### src/rtl/vga_scan_ctrl_if.sv
// vga_scan_ctrl_if: bundles the colour-stage address/colour loop and the DAC/sync outputs
// of the VGA scan controller.
//   addr        scan -> colour stage, {1'b0, x[9:0], y[8:0]} while visible, else 0
//   rgb_r/g/b   colour stage -> scan, combinational function of addr
//   vga_r/g/b   registered pixel colour to the DAC
//   vga_hs/vs   registered syncs, active-low
//   frame_tick  one-clk pulse at the start of vertical blanking
interface vga_scan_ctrl_if;
    logic [19:0] addr;
    logic [2:0]  rgb_r;
    logic [2:0]  rgb_g;
    logic [2:0]  rgb_b;
    logic [2:0]  vga_r;
    logic [2:0]  vga_g;
    logic [2:0]  vga_b;
    logic        vga_hs;
    logic        vga_vs;
    logic        frame_tick;

    // Scan controller side.
    modport master (
        output addr,
        input  rgb_r, rgb_g, rgb_b,
        output vga_r, vga_g, vga_b,
        output vga_hs, vga_vs,
        output frame_tick
    );

    // Colour stage / display side.
    modport slave (
        input  addr,
        output rgb_r, rgb_g, rgb_b,
        input  vga_r, vga_g, vga_b,
        input  vga_hs, vga_vs,
        input  frame_tick
    );
endinterface

### src/rtl/vga_scan_ctrl.sv
// vga_scan_ctrl: VGA raster scan generator. Runs a 25 MHz pixel enable off the 50 MHz clock,
// scans h/v counters over the full frame, presents the visible pixel address to an external
// combinational colour stage and registers the returned colour plus syncs one pixel later.
// Ports:
//   clk  system clock (only clock)
//   rst  synchronous, active-high reset
//   vga  vga_scan_ctrl_if.master: addr out, rgb_* in, vga_* / vga_hs / vga_vs / frame_tick out
module vga_scan_ctrl #(
    parameter int unsigned H_VIS  = 640,
    parameter int unsigned H_FP   = 16,
    parameter int unsigned H_SYNC = 96,
    parameter int unsigned H_BP   = 48,
    parameter int unsigned V_VIS  = 480,
    parameter int unsigned V_FP   = 10,
    parameter int unsigned V_SYNC = 2,
    parameter int unsigned V_BP   = 33
) (
    input logic        clk,
    input logic        rst,
    vga_scan_ctrl_if.master vga
);

    localparam int unsigned H_TOTAL = H_VIS + H_FP + H_SYNC + H_BP;
    localparam int unsigned V_TOTAL = V_VIS + V_FP + V_SYNC + V_BP;

    // All counter compares are 10-bit unsigned.
    localparam logic [9:0] HLast    = 10'(H_TOTAL - 1);
    localparam logic [9:0] VLast    = 10'(V_TOTAL - 1);
    localparam logic [9:0] HVisEnd  = 10'(H_VIS);
    localparam logic [9:0] VVisEnd  = 10'(V_VIS);
    localparam logic [9:0] VVisLast = 10'(V_VIS - 1);
    localparam logic [9:0] HSyncOn  = 10'(H_VIS + H_FP);
    localparam logic [9:0] HSyncOff = 10'(H_VIS + H_FP + H_SYNC);
    localparam logic [9:0] VSyncOn  = 10'(V_VIS + V_FP);
    localparam logic [9:0] VSyncOff = 10'(V_VIS + V_FP + V_SYNC);

    logic       pix_en_q;
    logic [9:0] h_cnt_q, h_cnt_d;
    logic [9:0] v_cnt_q, v_cnt_d;
    logic [2:0] r_q, r_d;
    logic [2:0] g_q, g_d;
    logic [2:0] b_q, b_d;
    logic       hs_q, hs_d;
    logic       vs_q, vs_d;
    logic       frame_tick_q, frame_tick_d;

    logic h_wrap;
    logic v_wrap;
    logic visible;

    always_comb begin
        h_wrap  = (h_cnt_q == HLast);
        v_wrap  = (v_cnt_q == VLast);
        visible = (h_cnt_q < HVisEnd) && (v_cnt_q < VVisEnd);

        h_cnt_d      = h_cnt_q;
        v_cnt_d      = v_cnt_q;
        r_d          = r_q;
        g_d          = g_q;
        b_d          = b_q;
        hs_d         = hs_q;
        vs_d         = vs_q;
        frame_tick_d = 1'b0;

        if (pix_en_q) begin
            // h and v wrap together at the last pixel of the frame in a single tick.
            h_cnt_d = h_wrap ? 10'd0 : h_cnt_q + 10'd1;
            if (h_wrap) begin
                v_cnt_d = v_wrap ? 10'd0 : v_cnt_q + 10'd1;
            end

            // Outputs capture the pre-tick scan position, so they trail addr by one pixel.
            r_d  = visible ? vga.rgb_r : 3'b000;
            g_d  = visible ? vga.rgb_g : 3'b000;
            b_d  = visible ? vga.rgb_b : 3'b000;
            hs_d = !((h_cnt_q >= HSyncOn) && (h_cnt_q < HSyncOff));
            vs_d = !((v_cnt_q >= VSyncOn) && (v_cnt_q < VSyncOff));

            // Fires on the tick that moves the scan onto (0, V_VIS).
            frame_tick_d = h_wrap && (v_cnt_q == VVisLast);
        end
    end

    always_ff @(posedge clk) begin
        if (rst) begin
            pix_en_q     <= 1'b0;
            h_cnt_q      <= 10'd0;
            v_cnt_q      <= 10'd0;
            r_q          <= 3'b000;
            g_q          <= 3'b000;
            b_q          <= 3'b000;
            hs_q         <= 1'b1;
            vs_q         <= 1'b1;
            frame_tick_q <= 1'b0;
        end else begin
            pix_en_q     <= ~pix_en_q;
            h_cnt_q      <= h_cnt_d;
            v_cnt_q      <= v_cnt_d;
            r_q          <= r_d;
            g_q          <= g_d;
            b_q          <= b_d;
            hs_q         <= hs_d;
            vs_q         <= vs_d;
            frame_tick_q <= frame_tick_d;
        end
    end

    always_comb begin
        vga.addr       = visible ? {1'b0, h_cnt_q, v_cnt_q[8:0]} : 20'h0;
        vga.vga_r      = r_q;
        vga.vga_g      = g_q;
        vga.vga_b      = b_q;
        vga.vga_hs     = hs_q;
        vga.vga_vs     = vs_q;
        vga.frame_tick = frame_tick_q;
    end

endmodule

### src/flat_wrapper.sv
// flat-port wrapper written by rule: the top's interface ports become plain ports
module vga_scan_ctrl_flat 
#(
    parameter int unsigned H_VIS  = 640,
    parameter int unsigned H_FP   = 16,
    parameter int unsigned H_SYNC = 96,
    parameter int unsigned H_BP   = 48,
    parameter int unsigned V_VIS  = 480,
    parameter int unsigned V_FP   = 10,
    parameter int unsigned V_SYNC = 2,
    parameter int unsigned V_BP   = 33
)
  (clk, rst, vga_addr, vga_rgb_r, vga_rgb_g, vga_rgb_b, vga_vga_r, vga_vga_g, vga_vga_b, vga_vga_hs, vga_vga_vs, vga_frame_tick);
  vga_scan_ctrl_if vga_i ();
  input logic clk;
  input logic rst;
  output wire logic [$bits(vga_i.addr)-1:0] vga_addr;
  input wire logic [$bits(vga_i.rgb_r)-1:0] vga_rgb_r;
  input wire logic [$bits(vga_i.rgb_g)-1:0] vga_rgb_g;
  input wire logic [$bits(vga_i.rgb_b)-1:0] vga_rgb_b;
  output wire logic [$bits(vga_i.vga_r)-1:0] vga_vga_r;
  output wire logic [$bits(vga_i.vga_g)-1:0] vga_vga_g;
  output wire logic [$bits(vga_i.vga_b)-1:0] vga_vga_b;
  output wire logic [$bits(vga_i.vga_hs)-1:0] vga_vga_hs;
  output wire logic [$bits(vga_i.vga_vs)-1:0] vga_vga_vs;
  output wire logic [$bits(vga_i.frame_tick)-1:0] vga_frame_tick;
  assign vga_addr = vga_i.addr;
  assign vga_i.rgb_r = vga_rgb_r;
  assign vga_i.rgb_g = vga_rgb_g;
  assign vga_i.rgb_b = vga_rgb_b;
  assign vga_vga_r = vga_i.vga_r;
  assign vga_vga_g = vga_i.vga_g;
  assign vga_vga_b = vga_i.vga_b;
  assign vga_vga_hs = vga_i.vga_hs;
  assign vga_vga_vs = vga_i.vga_vs;
  assign vga_frame_tick = vga_i.frame_tick;
  vga_scan_ctrl #(.H_VIS(H_VIS), .H_FP(H_FP), .H_SYNC(H_SYNC), .H_BP(H_BP), .V_VIS(V_VIS), .V_FP(V_FP), .V_SYNC(V_SYNC), .V_BP(V_BP)) u_core (.clk(clk), .rst(rst), .vga(vga_i));
endmodule
### config.mk
export PLATFORM = sky130hd
export DESIGN_NAME = vga_scan_ctrl_flat
export DESIGN_NICKNAME = d
export VERILOG_FILES = /design/src/rtl/vga_scan_ctrl_if.sv /design/src/rtl/vga_scan_ctrl.sv /design/src/flat_wrapper.sv
export SDC_FILE = /design/constraint.sdc
export NUM_CORES = 1
export LEC_CHECK = 0
export ABC_AREA = 1
export BUFFER_PORTS_ARGS = -buffer_cell sky130_fd_sc_hd__buf_4
export CORE_ASPECT_RATIO = 0.75
export CORE_MARGIN = 4
export CORE_UTILIZATION = 50
export CTS_CLUSTER_DIAMETER = 50
export DETAILED_ROUTE_END_ITERATION = 8
export PLACE_DENSITY = 0.76
export SYNTH_ARGS = -nofsm -noshare
export SYNTH_HDL_FRONTEND = slang
export SYNTH_SLANG_ARGS = --single-unit
### constraint.sdc
create_clock -name clk -period 1.73 [get_ports clk]
set_input_delay 0.0865 -clock clk [delete_from_list [all_inputs] [get_ports clk]]
set_output_delay 0.0865 -clock clk [all_outputs]
set_load 0.03 [all_outputs]
==> run metrics <==
status=finished clean; Root Driver=clkbuf_8; initial antenna violation count=0; Top FF cell, synth=dfxtp_1; crit path cell chain=nand2_1, nor3_2, nand2_2, nand2_2, buf_8, nor2_1, buf_4; syn nets=270; Antenna Cells=0; Final period util=96.2%; Post-route DRC=0; maximum VDD drop=0.512 mV; reg2reg start=u_core.h_cnt_q[0]; Nets=317; Fin Setup TNS=0 ns; worst-margin pin slew=0.636 ns; CTS Hold Buffers Added=0; I/O pin count=43; WL final=3970 um; CP max stage delay=0.36 ns; Netlist cell types=29; Async SR Flop Fraction=0%; HP Class=primary input to flop; worst setup path start=u_core.v_cnt_q[7]; Clk Latency, worst-skew pair=0.28 ns; total gr overflow=0; CP Capture Type=output port; most frequent CP cell=nand2_2; CP arrival=1.58 ns; #FFs+latches synth=33; cell with the most instances after synthesis=nand2_1; Fmax=601 MHz; core area=0.00331 sq mm; sinks on the clock net=33; Clock Tree Buf Depth=2; routability cong.=0.864; power density over cell area=680 mW/mm^2; CP max FO=12; CP max stage cell=dfxtp_2; CTS buffer count=5; cell taking the most area after synthesis=dfxtp_1; largest cells by area after synthesis=dfxtp_1, nand2_1, nor2_1, inv_1, nand3_1; Die X=75.8 um; P_leak=0.988 nW; IO Port Bufs=41; DR vias=1,670; Setup-failing EPs final=0; Setup Skew=0.00671 ns; Max H-tree Level=2; placed cell count=332; CTS clk-pin slew, worst paths=0.07 ns; row count=18; Reg2Reg Setup Slack=0.16 ns; Synth Cell Area=0.00172 sq mm; RSZ-0062 raised after global routing=no; die area=0.00446 sq mm; Die Y-Extent=58.9 um; Pre-antenna DRT Iters=4; layout cells sized above 1=23.9%; most common library cells after synthesis=nand2_1, nor2_1, dfxtp_1; Post-DP HPWL=3020 um; largest net degree at the start of global routing=16; Slew HR=57.4%; Max-Cap Viols=0; reg-to-reg critical path endpoint=u_core.v_cnt_q[4]; cells after synthesis=254; Synth Warn #=0; first-pass GRT wire length=6600 um; area growth from synthesis to layout=27.9%; number of flops mapped to enable cells by yosys=0; startpoint types=flop; drt initial violations=167; top-area cell type share of the netlist area=38.3%; WS Path Type=flop to output port; Initial Util=52.1%; fin cells=341; gr usage total=19.3%; Fin Hold WS=0.0493 ns; Reg2Reg Depth=9; post-route antenna net violation count=0; Final Hold Viols=0; vias in the first global route=1,470; register area share after synthesis=38.3%; syn_area_per_cell=6.79 sq um; final count of pins violating max slew=0; Final min period=1.66 ns; CTS tree=done; Data required, critical path=1.64 ns; critical path capture point=vga_addr[12]; detailed-route vias per instance=4.90; wire per inst=11.7 um
## how the worst min path moves through the flow
stage                     depth (start not counted)    startpoint  slack [ns]                   to
final                                             2           rst        0.05    u_core.v_cnt_q[6]
after global routing                              2           rst        0.06    u_core.v_cnt_q[6]
after CTS                                         2           rst        0.05    u_core.v_cnt_q[6]
after detailed placement                          2           rst        0.35    u_core.v_cnt_q[8]
after global placement                            3  vga_rgb_g[1]        0.34  u_core.vga.vga_g[1]
after floorplan                                   2  vga_rgb_b[2]        0.24  u_core.vga.vga_b[2]
## state kept, by name, indices dropped and copies added (netlist names)
signal / flops
u_core.h_cnt_q: 10
u_core.vga.vga_hs: 1
u_core.vga.frame_tick: 1
u_core.vga.vga_b: 3
u_core.vga.vga_vs: 1
u_core.pix_en_q: 1
u_core.v_cnt_q: 10
u_core.vga.vga_r: 3
u_core.vga.vga_g: 3
## report_power, final
part           switching [mW]  total, mW  internal (mW)
registers              0.0132      0.791          0.778
logic                  0.0801      0.131         0.0505
clock network           0.264      0.579          0.315
## cell type report
type	count	area (sq um)
inverter	30	113
tap	40	50.0
multi-input combinational	182	892
timing repair buffer	49	400
clock buffer	7	86.3
sequential	33	664
fill	296	1100
## metrics by stage
stage	cell area (sq um)	setup WS (ns)	total power [mW]	util [%]
floorplan	1720	0.325	0.884	-
global placement	2080	0.172	0.937	62.8
detailed placement	2080	0.150	0.938	62.8
CTS	2170	0.0104	1.52	65.5
global route	2210	0.000513	1.56	66.6
finish	2210	0.0665	1.50	66.6
## cells in the final DEF (no fill, tap or decap), types with 2 or more instances in the layout
| master | instances |
|---|---|
| a21oi_1 | 8 |
| buf_12 | 2 |
| buf_4 | 46 |
| clkbuf_8 | 6 |
| dfxtp_1 | 30 |
| dfxtp_2 | 3 |
| ha_1 | 5 |
| inv_1 | 29 |
| nand2_1 | 62 |
| nand2_2 | 3 |
| nand3_1 | 14 |
| nand3_2 | 4 |
| nand4_1 | 3 |
| nor2_1 | 52 |
| nor2_4 | 2 |
| nor3_1 | 3 |
| o21ai_0 | 8 |
| o21ai_1 | 4 |
| xor2_1 | 5 |
## layer usage
layer,wire [um],vias to the layer above,GRT usage [%],share of wire [%]
met5,0,-,0,0
met4,35,0,6.73,0.88
met3,381,4,6.48,9.6
met2,1620,58,26.6,41
met1,1930,730,27.7,49
li1,-,878,-,-
## worst max-delay path: cells and delay by family, from the launching register on
family / cells / cell delay [ns]
flops: 1 / 0.36
simple gates: 5 / 0.60
buf+inv: 2 / 0.31
## cell families after synthesis
group	Yosys count	share of synthesized area (%)
buf+inv	39	10.1
compound gates	22	6.68
other cells	1	0.217
fa+ha+maj	5	3.63
flops	33	38.3
simple gates	149	38.5
xor+xnor	5	2.54
## repair_timing
action | CTS | global route
setup endpoints to repair | 12 | 20
pin swaps | 0 | 2
setup buffers | 0 | 2
gates resized for setup | 1 | 5
hold endpoints to repair | 0 | 0
Note: power is estimated with default switching activity, not from simulation.
